$ cat src/rtl/mac_pkg.sv
// Shared widths, MAC pipeline depth and sequencer state encoding for the dot-product block.
package mac_pkg;
  localparam int DWIDTH_DEF  = 16;
  localparam int AWIDTH_DEF  = 10;
  localparam int MAC_LAT_DEF = 2;

  typedef enum logic [1:0] {
    IDLE  = 2'd0,
    ISSUE = 2'd1,
    DRAIN = 2'd2,
    OUT   = 2'd3
  } state_e;
endpackage

$ cat src/rtl/dot_seq_if.sv
// Job request, operand-memory address, external-MAC and result handshake bundle of dot_seq.
interface dot_seq_if #(
  parameter int DWIDTH = mac_pkg::DWIDTH_DEF,
  parameter int AWIDTH = mac_pkg::AWIDTH_DEF
);
  logic              req;
  logic [AWIDTH-1:0] len;
  logic [AWIDTH-1:0] base_w;
  logic [AWIDTH-1:0] base_x;
  logic              busy;
  logic [AWIDTH-1:0] w_addr;
  logic [AWIDTH-1:0] x_addr;
  logic              mac_en;
  logic              mac_clr;
  logic [DWIDTH-1:0] mac_result;
  logic              out_valid;
  logic [DWIDTH-1:0] out_data;
  logic              out_ready;

  modport master (
    output req, len, base_w, base_x, mac_result, out_ready,
    input  busy, w_addr, x_addr, mac_en, mac_clr, out_valid, out_data
  );

  modport slave (
    input  req, len, base_w, base_x, mac_result, out_ready,
    output busy, w_addr, x_addr, mac_en, mac_clr, out_valid, out_data
  );
endinterface

$ cat src/rtl/seq_cnt.sv
// Loadable down-counter with zero flag; load wins over decrement, decrement saturates at zero.
module seq_cnt #(
  parameter int W = 10
) (
  input  logic         clk,
  input  logic         xrst,
  input  logic         load_i,
  input  logic [W-1:0] load_val_i,
  input  logic         dec_i,
  output logic         zero_o
);
  logic [W-1:0] cnt_q, cnt_d;

  always_comb begin
    cnt_d = cnt_q;
    if (load_i) begin
      cnt_d = load_val_i;
    end else if (dec_i && (cnt_q != '0)) begin
      cnt_d = cnt_q - W'(1);
    end
  end

  always_ff @(posedge clk) begin
    if (!xrst) begin
      cnt_q <= '0;
    end else begin
      cnt_q <= cnt_d;
    end
  end

  assign zero_o = (cnt_q == '0);
endmodule

$ cat src/rtl/dot_seq.sv
// Dot-product sequencer: issues len operand addresses, drives an external MAC, returns its result.
// Latency len+MAC_LAT+2 cycles (1 for len==0); result held in OUT until out_ready.
module dot_seq
  import mac_pkg::*;
#(
  parameter int DWIDTH  = DWIDTH_DEF,
  parameter int AWIDTH  = AWIDTH_DEF,
  parameter int MAC_LAT = MAC_LAT_DEF
) (
  input logic        clk,
  input logic        xrst,
  dot_seq_if.slave   bus
);
  state_e            state_q, state_d;
  logic [AWIDTH-1:0] w_addr_q, w_addr_d;
  logic [AWIDTH-1:0] x_addr_q, x_addr_d;
  logic              mac_en_q, mac_en_d;
  logic              mac_clr_q, mac_clr_d;
  logic              first_q, first_d;
  logic              out_valid_q, out_valid_d;
  logic [DWIDTH-1:0] out_data_q, out_data_d;
  logic              cnt_load, cnt_dec, cnt_zero;
  logic [AWIDTH-1:0] cnt_val;

  seq_cnt #(.W(AWIDTH)) u_cnt (
    .clk        (clk),
    .xrst       (xrst),
    .load_i     (cnt_load),
    .load_val_i (cnt_val),
    .dec_i      (cnt_dec),
    .zero_o     (cnt_zero)
  );

  always_comb begin
    state_d     = state_q;
    w_addr_d    = '0;
    x_addr_d    = '0;
    first_d     = 1'b0;
    out_valid_d = out_valid_q;
    out_data_d  = out_data_q;
    cnt_load    = 1'b0;
    cnt_val     = '0;
    cnt_dec     = 1'b0;
    // Memory returns data one cycle after the address, so the MAC strobe trails the issue.
    mac_en_d    = (state_q == ISSUE);
    mac_clr_d   = (state_q == ISSUE) && first_q;

    case (state_q)
      IDLE: begin
        if (bus.req) begin
          cnt_load = 1'b1;
          if (bus.len != '0) begin
            cnt_val  = bus.len - AWIDTH'(1);
            w_addr_d = bus.base_w;
            x_addr_d = bus.base_x;
            first_d  = 1'b1;
            state_d  = ISSUE;
          end else begin
            out_valid_d = 1'b1;
            out_data_d  = '0;
            state_d     = OUT;
          end
        end
      end
      ISSUE: begin
        if (cnt_zero) begin
          // Drain spans MAC_LAT+1 cycles: counter runs MAC_LAT down to 0.
          cnt_load = 1'b1;
          cnt_val  = AWIDTH'(MAC_LAT);
          state_d  = DRAIN;
        end else begin
          cnt_dec  = 1'b1;
          w_addr_d = w_addr_q + AWIDTH'(1);
          x_addr_d = x_addr_q + AWIDTH'(1);
        end
      end
      DRAIN: begin
        if (cnt_zero) begin
          out_valid_d = 1'b1;
          out_data_d  = bus.mac_result;
          state_d     = OUT;
        end else begin
          cnt_dec = 1'b1;
        end
      end
      OUT: begin
        if (bus.out_ready) begin
          out_valid_d = 1'b0;
          state_d     = IDLE;
        end
      end
      default: state_d = IDLE;
    endcase
  end

  always_ff @(posedge clk) begin
    if (!xrst) begin
      state_q     <= IDLE;
      w_addr_q    <= '0;
      x_addr_q    <= '0;
      mac_en_q    <= 1'b0;
      mac_clr_q   <= 1'b0;
      first_q     <= 1'b0;
      out_valid_q <= 1'b0;
      out_data_q  <= '0;
    end else begin
      state_q     <= state_d;
      w_addr_q    <= w_addr_d;
      x_addr_q    <= x_addr_d;
      mac_en_q    <= mac_en_d;
      mac_clr_q   <= mac_clr_d;
      first_q     <= first_d;
      out_valid_q <= out_valid_d;
      out_data_q  <= out_data_d;
    end
  end

  assign bus.busy      = (state_q != IDLE);
  assign bus.w_addr    = w_addr_q;
  assign bus.x_addr    = x_addr_q;
  assign bus.mac_en    = mac_en_q;
  assign bus.mac_clr   = mac_clr_q;
  assign bus.out_valid = out_valid_q;
  assign bus.out_data  = out_data_q;
endmodule

$ cat src/flat_wrapper.sv
// flat-port wrapper written by rule: the top's interface ports become plain ports
module dot_seq_flat import mac_pkg::*;
#(
  parameter int DWIDTH  = DWIDTH_DEF,
  parameter int AWIDTH  = AWIDTH_DEF,
  parameter int MAC_LAT = MAC_LAT_DEF
)
  (clk, xrst, bus_req, bus_len, bus_base_w, bus_base_x, bus_mac_result, bus_out_ready, bus_busy, bus_w_addr, bus_x_addr, bus_mac_en, bus_mac_clr, bus_out_valid, bus_out_data);
  dot_seq_if #(.DWIDTH(DWIDTH), .AWIDTH(AWIDTH)) bus_i ();
  input logic clk;
  input logic xrst;
  input wire logic [$bits(bus_i.req)-1:0] bus_req;
  input wire logic [$bits(bus_i.len)-1:0] bus_len;
  input wire logic [$bits(bus_i.base_w)-1:0] bus_base_w;
  input wire logic [$bits(bus_i.base_x)-1:0] bus_base_x;
  input wire logic [$bits(bus_i.mac_result)-1:0] bus_mac_result;
  input wire logic [$bits(bus_i.out_ready)-1:0] bus_out_ready;
  output wire logic [$bits(bus_i.busy)-1:0] bus_busy;
  output wire logic [$bits(bus_i.w_addr)-1:0] bus_w_addr;
  output wire logic [$bits(bus_i.x_addr)-1:0] bus_x_addr;
  output wire logic [$bits(bus_i.mac_en)-1:0] bus_mac_en;
  output wire logic [$bits(bus_i.mac_clr)-1:0] bus_mac_clr;
  output wire logic [$bits(bus_i.out_valid)-1:0] bus_out_valid;
  output wire logic [$bits(bus_i.out_data)-1:0] bus_out_data;
  assign bus_i.req = bus_req;
  assign bus_i.len = bus_len;
  assign bus_i.base_w = bus_base_w;
  assign bus_i.base_x = bus_base_x;
  assign bus_i.mac_result = bus_mac_result;
  assign bus_i.out_ready = bus_out_ready;
  assign bus_busy = bus_i.busy;
  assign bus_w_addr = bus_i.w_addr;
  assign bus_x_addr = bus_i.x_addr;
  assign bus_mac_en = bus_i.mac_en;
  assign bus_mac_clr = bus_i.mac_clr;
  assign bus_out_valid = bus_i.out_valid;
  assign bus_out_data = bus_i.out_data;
  dot_seq #(.DWIDTH(DWIDTH), .AWIDTH(AWIDTH), .MAC_LAT(MAC_LAT)) u_core (.clk(clk), .xrst(xrst), .bus(bus_i));
endmodule
$ cat config.mk
export PLATFORM = sky130hd
export DESIGN_NAME = dot_seq_flat
export DESIGN_NICKNAME = d
export VERILOG_FILES = /design/src/rtl/mac_pkg.sv /design/src/rtl/dot_seq_if.sv /design/src/rtl/seq_cnt.sv /design/src/rtl/dot_seq.sv /design/src/flat_wrapper.sv
export SDC_FILE = /design/constraint.sdc
export NUM_CORES = 1
export LEC_CHECK = 0
export BUFFER_PORTS_ARGS = -buffer_cell sky130_fd_sc_hd__buf_4
export CAP_MARGIN = 25
export CORE_MARGIN = 1
export CORE_UTILIZATION = 53
export CTS_CLUSTER_DIAMETER = 50
export DETAILED_ROUTE_END_ITERATION = 10
export GPL_TIMING_DRIVEN = 1
export PLACE_DENSITY_LB_ADDON = 0.2
export SYNTH_ARGS = -nofsm -noshare
export SYNTH_HDL_FRONTEND = slang
export SYNTH_SLANG_ARGS = --single-unit
$ cat constraint.sdc
create_clock -name clk -period 4.9 [get_ports clk]
set_clock_uncertainty 0.2 [all_clocks]
set_input_delay 0.735 -clock clk [delete_from_list [all_inputs] [get_ports clk]]
set_output_delay 0.735 -clock clk [all_outputs]
set_load 0.1 [all_outputs]
# Word level (Yosys, flattened, before mapping)
# Index checks and enable logic that the tools add are counted.
[word_totals] reg_bits=52 in_bits=50 output_inout_bits=40 word_cells=71
[classes] n_addsub=4 eq_ne=8 n_mux=35 n_reduce_logical=15
[op_table] op="10-bit 2-to-1 mux" n=10
[op_table] op="10-bit case mux with 2 select lines" n=3
[op_table] op="16-bit 2-to-1 mux" n=3
[op_table] op="16-bit case mux with 2 select lines" n=1
[op_table] op="10-bit by 1-bit adder with 10-bit output, second input constant" n=2
[op_table] op="10-bit nonzero test" n=2
[op_table] op="10-bit by 1-bit subtractor with 10-bit output, second input constant" n=2
[op_table] op="2-bit 2-to-1 mux" n=6
[op_table] op="10-bit zero test" n=1
[op_table] op="1-bit 2-to-1 mux" n=9
[op_table] op="2-bit != test, second input constant" n=4
[op_table] op="2-bit case mux with 4 select lines" n=1
[op_table] op="4-bit AND reduction" n=2
[op_table] op="2-bit nonzero test" n=3
[op_table] op="5-bit AND reduction" n=1
[op_table] op="2-bit equality test, second input constant" n=2
[op_table] op="1-bit case mux with 3 select lines" n=1
[op_table] op="3-bit AND reduction" n=1
[op_table] op="3-bit nonzero test" n=1
[op_table] op="2-bit by 1-bit equality test with 1-bit output, second input constant" n=1
[op_table] op="1-bit logical AND" n=2
[op_table] op="2-bit zero test" n=1
[op_table] op="2-bit by 1-bit != test with 1-bit output, second input constant" n=1
[op_table] op="1-bit case mux with 2 select lines" n=1
[op_table] op="2-bit OR reduction" n=1

# Longest topological paths before layout
# Gate-level depths: netlist (run 1).
[logic_depth] word_depth=6 ltp_mapped=10 ltp_nobuf=7

# By module
# A second synthesis (run 1) with hierarchy kept.
[hier_totals] cells_unflattened=353 hier_area_um2=2894.0
[modules_own_cells] mod="dot_seq" instances=1 cells_per_inst=275 area_each_um2=2258.4 seq_area_each_um2=840.8
[modules_own_cells] mod="seq_cnt" instances=1 cells_per_inst=78 area_each_um2=635.6 seq_area_each_um2=200.2

# Worst setup path before layout (run 1)
# No wires, ideal clock.
[synth_timing] path_kind="input to register" startpoint="in bus_len[0]" endpoint="reg u_core.out_data_q[10], in the netlist u_core.bus.out_data[10]" setup_ns=0.119 t_arrival_ns=2.399 t_required_ns=4.581 setup_slack_ns=2.183 cell_stages=8 path_buffers=1 path_cell_list="inv_1 ha_1 or4b_1 o41ai_1 a21boi_2 a21oi_2 buf_2 a22o_1"
[synth_via] elab_chain_len=3
[synth_rtl] item="from (decl)" line="flat_wrapper.sv:13" rtl="input wire logic [$bits(bus_i.len)-1:0] bus_len;"
[synth_rtl] item="10-bit nonzero test" line="dot_seq.sv:52" rtl="if (bus.len != '0) begin"
[synth_rtl] item="2-bit != test (no source line)"
[synth_rtl] item="4-bit AND reduction (no source line)"
[synth_rtl] item="to (signal assigned)" line="dot_seq.sv:114" rtl="out_data_q <= out_data_d;"
[synth_rtl] item="to (decl)" line="dot_seq.sv:21" rtl="logic [DWIDTH-1:0] out_data_q, out_data_d;"
# No other way between the ends.
# A chain may end at the register's enable or synchronous reset.

# Worst setup path in the final report (run 1)
[layout_timing] startpoint="reg u_core.u_cnt.cnt_q[0]" endpoint="reg u_core.w_addr_q[3], in the netlist u_core.bus.w_addr[3]"
[layout_via] elab_chain_len=3
[layout_rtl] item="from (decl)" line="seq_cnt.sv:12" rtl="logic [W-1:0] cnt_q, cnt_d;"
[layout_rtl] item="from (signal assigned)" line="seq_cnt.sv:27" rtl="cnt_q <= cnt_d;"
[layout_rtl] item="10-bit zero test" line="seq_cnt.sv:31" rtl="assign zero_o = (cnt_q == '0);"
[layout_rtl] item="10-bit 2-to-1 mux" line="dot_seq.sv:66" rtl="if (cnt_zero) begin"
[layout_rtl] item="10-bit case mux with 2 select lines" line="dot_seq.sv:48" rtl="case (state_q)"
[layout_rtl] item="to (signal assigned)" line="dot_seq.sv:108" rtl="w_addr_q <= w_addr_d;"
[layout_rtl] item="to (decl)" line="dot_seq.sv:15" rtl="logic [AWIDTH-1:0] w_addr_q, w_addr_d;"
# No other way between the ends.

==> results.yml, run 1 <==
clocking:
  path_clk_slew_ns: 0.09
  clock_sinks: 52
  cts_post_setup_buffers_inserted: 0
  cts-buffers-inserted: 5
  clk_latency_ns: 0.30
  holdBufCountCts: 0
  htree_num_levels: 2
  post_cts_resized: 0
  cts_root_buf: "clkbuf_8"
  cts_buffer_depth: 2
  cts_tree: "done"
grt:
  grtUsageTotal: 0.263
  grt_start_max_net_pins: 22
  grt_pass1_wl_mm: 10.6
  grt-ovfl-total: 0
  grt_pass1_vias: 2321
  antenna_found_initial: 0
routing:
  post_drt_wl_per_cell_microns: 15.1
  drt_iter0_markers: 193
  drtAntennaViolNets: 0
  vias: 2479
  drc: 0
  via_per_inst: 5.79
  drt-pass1-iter-count: 5
  wirelength_mm: 6.48
finish:
  layout_commonest_cell: "buf_4"
  area_growth_pct: 31.0
  drive_above_1_share: 0.287
  layout_common_cells: "buf_4, dfxtp_1, nor2_1"
  n_antenna_cell: 0
  num-nets-final: 434
  fin_cells: 428
pwr:
  p_per_area_nw_per_um2: 611
  p_leak_uw: 0.00153
  ir_drop_mv: 0.361
run:
  maxCapViolCount: 0
floorplanning:
  coreArea_sq_um: 4500
  std_cell_rows: 24
  initial_core_util: 0.568
  die_y_microns: 71.4
  die_w_microns: 71.4
  dieArea_sq_um: 5100
  io_pins: 90
yosys:
  syn_area_sq_um: 2560
  synth_area_per_cell_sq_um: 8.88
  syn_inst: 288
  syn-num-nets: 347
  yosys_warnings: 0
  ys_ff_latch: 52
  synth_edf_count: 0
  async_flop_share: 0
  yosysSeqAreaShare: 0.407
  synth_flop_cell: "dfxtp_1"
  synth.distinct_cells: 48
worst_hold_path:
  hp-class: "flop to flop"
  min_from: "u_core.first_q$_SDFF_PN0_"
setup_path:
  r2r_slack_ns: 1.93
  rr_startpoint: "u_core.u_cnt.cnt_q[0]$_SDFFE_PN0P_"
  required_ns: 4.90
  cp-end-kind: "flop"
  start_kind: "flop"
  worstPathArrival_ns: 2.97
  cp_max_fo: 16
  path_class: "flop to flop"
  crit_path_start: "u_core.u_cnt.cnt_q[0]$_SDFFE_PN0P_"
timing:
  worst_pin_slew_ns: 0.998
  final-setup-viol-count: 0
  slew_headroom: 0.324
  hold_viol_final: 0
  finalMaxSlewViolations: 0
  post-route-period-util: 0.607
  layout_min_cycle_time_ns: 2.97
  fin_setup_tns_ns: 0
  grt_setup_unrepaired: "false"
  max_freq_mhz: 336
placed_design:
  dp_cells: 420
  dp_hpwl_mm: 4.91
  gp_congestion: 0.884
  port_buffers: 89
outcome:
  status: "completed"
cell usage after synthesis, drive strengths merged, types with 2 or more instances:
master | instances | area [sq um]
dfxtp | 52 | 1040
nor2 | 42 | 158
a22o | 16 | 140
a22oi | 16 | 120
nand2 | 15 | 56.3
inv | 14 | 52.6
xor2 | 14 | 123
nor3 | 11 | 55.1
a21oi | 10 | 53.8
xnor2 | 10 | 87.6
ha | 9 | 113
clkbuf | 8 | 30.0
o21ai | 8 | 40.0
nand3 | 7 | 35.0
a31oi | 5 | 31.3
buf | 4 | 26.3
mux2i | 4 | 40.0
a211oi | 3 | 22.5
nor4 | 3 | 18.8
o22ai | 3 | 18.8
or4 | 3 | 22.5
a2bb2oi | 2 | 17.5
a32o | 2 | 20.0
and2 | 2 | 12.5
and3 | 2 | 12.5
o211a | 2 | 20.0
o31ai | 2 | 15.0
o41ai | 2 | 17.5
or2 | 2 | 12.5
or4b | 2 | 23.8
state kept, by name, indices dropped and copies added, names as in the netlist:
register,flops
u_core.bus.mac_clr,1
u_core.bus.mac_en,1
u_core.bus.out_data,16
u_core.bus.out_valid,1
u_core.bus.w_addr,10
u_core.bus.x_addr,10
u_core.first_q,1
u_core.state_q,2
u_core.u_cnt.cnt_q,10
metrics by stage:
stage                     cell area, sq um  total power [uW]   util  hold slack, ns  setup slack (ns)
after global routing                  3350              2170  0.744           0.295              1.73
after detailed placement              3260              1790  0.723           0.260              1.77
final                                 3350              2050  0.744           0.284              1.93
after floorplan                       2560              1530      -           0.244              2.18
after CTS                             3350              2040  0.744           0.287              1.94
after global placement                3260              1770  0.723           0.258              1.83
power breakdown:
| part | leakage [uW] | switching, uW | internal, uW |
|---|---|---|---|
| sequential | 0.000423 | 89.2 | 507 |
| clock | 0.0000452 | 146 | 104 |
| combinational | 0.00106 | 812 | 387 |
| total | 0.00153 | 1050 | 998 |
per-layer routing:
layer  wire length [microns]  global-route usage
met5                       0                   0
met4                      99              0.0889
met3                     610              0.0633
met2                    2910               0.405
met1                    2860               0.362
worst paths after layout:
check / end / depth (start not counted)
max: u_core.bus.w_addr[3]$_SDFF_PN0_ / 7
min: u_core.bus.mac_clr$_SDFF_PN0_ / 1
max reg2reg: u_core.bus.w_addr[3]$_SDFF_PN0_ / 7
min reg2reg: u_core.bus.mac_clr$_SDFF_PN0_ / 1
area by class of cell:
cell class	instances	area, sq um
clock buffer	5	68.8
tap	52	65.1
timing repair buffer	92	691
sequential	52	1040
clock inverter	3	25.0
fill	349	1150
inverter	15	56.3
multi-input combinational	209	1400
critical path, cell delays in order, from the launching register on:
cell	delay, ns
dfxtp_1	0.35
inv_1	0.06
ha_1	0.23
or4b_4	0.52
or3_1	0.57
and2_0	0.56
a22oi_1	0.30
nor2_1	0.08
cell families after synthesis:
logic type,Yosys count,synth area share
fa+ha+maj,9,0.0441
flops,52,0.407
mux,4,0.0157
buf+inv,27,0.0440
compound gates,78,0.229
xor+xnor,24,0.0822
simple gates,94,0.178
Note: power is estimated with default switching activity, not from simulation.
==> run 2: changes to the inputs <==
--- a/config.mk
+++ b/config.mk
@@ -5,10 +5,11 @@
 export SDC_FILE = /design/constraint.sdc
 export NUM_CORES = 1
 export LEC_CHECK = 0
+export ABC_AREA = 1
 export BUFFER_PORTS_ARGS = -buffer_cell sky130_fd_sc_hd__buf_4
 export CAP_MARGIN = 25
 export CORE_MARGIN = 1
-export CORE_UTILIZATION = 53
+export CORE_UTILIZATION = 47
 export CTS_CLUSTER_DIAMETER = 50
 export DETAILED_ROUTE_END_ITERATION = 10
 export GPL_TIMING_DRIVEN = 1
==> constraint.sdc (replaced) <==
create_clock -name clk -period 2.4 [get_ports clk]
set_clock_uncertainty 0.2 [all_clocks]
set_input_delay 0.36 -clock clk [delete_from_list [all_inputs] [get_ports clk]]
set_output_delay 0.36 -clock clk [all_outputs]
set_load 0.1 [all_outputs]
==> run 2 against run 1 <==
  * Flip-flop and latch count unchanged
  * Core utilization down 11 points
  * First-iteration DRC count down 4.7%
  * Non-clock buffer count up 3
  * Area after synthesis up 18%
  * Largest cell class unchanged
  * Critical path depth down 3
  * Sequential power up 98%
  * Count of clock-buffer cells in the layout up 1
  * Clock power up 110%
  * Via count up 27%
  * Register-to-register slack worse by 1.6 ns
  * Cell area up 15%
==> results.yml, run 2 <==
outcome:
  status: "completed"
setup_path:
  path_buf_inv: 3
  cp_max_fo: 6
  cp_cell_sequence: "inv_1 > ha_1 > clkinvlp_4 > buf_4"
  max_stage_delay_ns: 0.35
  cp.depth: 4
  required_ns: 1.84
  worstSetupEndpoint: "bus_busy"
  worstPathArrival_ns: 1.53
  r2r-end: "u_core.u_cnt.cnt_q[4]$_SDFFE_PN0P_"
  r2r_slack_ns: 0.32
  start_kind: "flop"
  path_class: "flop to primary output"
  reg2reg_depth: 10
  cp_top_family: "buffers and inverters"
  rr_startpoint: "u_core.u_cnt.cnt_q[0]$_SDFFE_PN0P_"
  crit_path_start: "u_core.state_q[0]$_SDFFE_PN0P_"
  cp-end-kind: "primary output"
  cp_slowest_cell: "dfxtp_1"
clocking:
  clock_sinks: 52
  cts_root_buf: "clkbuf_8"
  cts-buffers-inserted: 5
  cts_buffer_depth: 2
  cts_post_setup_buffers_inserted: 0
  htree_num_levels: 2
  path_clk_slew_ns: 0.10
  holdBufCountCts: 0
  clk_latency_ns: 0.31
  cts_tree: "done"
  post_cts_resized: 0
timing:
  post-route-period-util: 0.870
  grt_setup_unrepaired: "false"
  hold_viol_final: 0
  final-setup-viol-count: 0
  worst_pin_slew_ns: 0.578
  fin_setup_tns_ns: 0
  max_freq_mhz: 479
  finalMaxSlewViolations: 0
  layout_min_cycle_time_ns: 2.09
  slew_headroom: 0.614
yosys:
  yosys_warnings: 0
  async_flop_share: 0
  synthAdderAreaFrac: 0.0372
  synth_area_per_cell_sq_um: 6.42
  ys_ff_latch: 52
  synth.distinct_cells: 26
  synthMuxAreaShare: 0
  syn_inst: 471
  synthSimpleGateAreaFrac: 0.380
  ys_top_cells_by_area: "dfxtp_1, nand2_1, nand3_1"
  synth_top_area_cell: "dfxtp_1"
  syn_area_sq_um: 3030
  synth-compound-area-share: 0.0968
  synth_flop_cell: "dfxtp_1"
  synth_edf_count: 0
  yosysSeqAreaShare: 0.344
  synth_top_cell_area_share: 0.344
  syn-num-nets: 530
  synth_top_cells_by_count: "nand2_1, inv_1, dfxtp_1, nand3_1, nor2_1"
  synth_most_common_cell: "nand2_1"
  synthXorXnorAreaFrac: 0.0405
  synth_top_family_by_area: "simple AND/OR/NAND/NOR gates"
routing:
  drtAntennaViolNets: 0
  vias: 3154
  drt_iter0_markers: 184
  drc: 0
  wirelength_mm: 7.54
  drt-pass1-iter-count: 4
  via_per_inst: 4.97
  post_drt_wl_per_cell_microns: 11.9
finish:
  finalInstanceArea_sq_um: 3860
  largest_reg_flops: 16
  area_growth_pct: 27.8
  num-nets-final: 617
  layout_commonest_cell: "nand2_1"
  n_antenna_cell: 0
  layout_common_cells: "nand2_1, buf_4, inv_1"
  nFillCells: 589
  drive_above_1_share: 0.215
grt:
  grt_pass1_wl_mm: 11.8
  grtUsageTotal: 0.223
  grt_start_max_net_pins: 23
  grt-ovfl-total: 0
  grt_pass1_vias: 2673
  antenna_found_initial: 0
floorplanning:
  dieArea_sq_um: 6760
  die_w_microns: 82.2
  initial_core_util: 0.499
  std_cell_rows: 28
  coreArea_sq_um: 6060
  die_y_microns: 82.2
  io_pins: 90
placed_design:
  dp_hpwl_mm: 5.70
  port_buffers: 89
  placed_area_sq_um: 3780
  gp_congestion: 0.857
pwr:
  p_leak_uw: 0.00188
  ir_drop_mv: 0.559
  p_per_area_nw_per_um2: 1120
worst_hold_path:
  whs_path_depth: 3
  hp-class: "primary input to flop"
run:
  maxCapViolCount: 0
run 2: worst min path at each step:
stage / end / from / slack, ns
after global placement: u_core.bus.mac_clr$_SDFF_PN0_ / u_core.first_q$_SDFF_PN0_ / 0.20
final: u_core.bus.x_addr[2]$_SDFF_PN0_ / bus_base_x[2] / 0.1
after CTS: u_core.bus.w_addr[4]$_SDFF_PN0_ / bus_base_w[4] / 0.1
after detailed placement: u_core.bus.mac_clr$_SDFF_PN0_ / u_core.first_q$_SDFF_PN0_ / 0.20
after global routing: u_core.bus.x_addr[2]$_SDFF_PN0_ / bus_base_x[2] / 0.09
after floorplan: u_core.bus.mac_clr$_SDFF_PN0_ / u_core.first_q$_SDFF_PN0_ / 0.19
run 2: kinds of logic after synthesis:
logic type	after synthesis
compound gates	52
xor+xnor	14
fa+ha+maj	9
buf+inv	77
flops	52
simple gates	267
run 2: per-layer routing:
layer	vias up	track usage	wire length [microns]
met5	-	0	0
met4	0	0.0667	93
met3	11	0.0374	425
met2	86	0.372	3520
met1	1415	0.293	3500
li1	1642	-	-
run 2: stage by stage:
step,total power [uW],util,std cells,setup slack [ns],hold WS (ns)
2_1_floorplan,3260,-,471,0.0788,0.194
3_3_place_gp,3750,0.623,626,0.419,0.199
3_5_place_dp,3800,0.623,626,0.353,0.205
4_1_cts,4320,0.638,634,0.304,0.0952
5_1_grt,4620,0.638,634,0.0607,0.0930
6_report,4320,0.638,634,0.312,0.0968
run 2: layout make-up:
type,count,area [sq um],share of cell area
Timing Repair Buffer,95,726,0.188
Sequential cell,52,1040,0.269
Tap cell,75,93.8,0.0243
Multi-Input combinational cell,342,1680,0.434
Clock inverter,2,16.3,0.00421
Inverter,62,236,0.0612
Clock buffer,6,72.6,0.0188
run 2: where the power goes:
group / total, uW / internal [uW] / leakage, uW / switching, uW
clock: 516 / 208 / 0.0000414 / 308
combinational: 2610 / 730 / 0.00141 / 1890
sequential: 1180 / 1040 / 0.000425 / 140
total: 4320 / 1980 / 0.00188 / 2330
run 2: worst min-delay path, cell delays in order:
cell	delay, ns
buf_4	0.11
nand2_1	0.05
a21oi_1	0.05
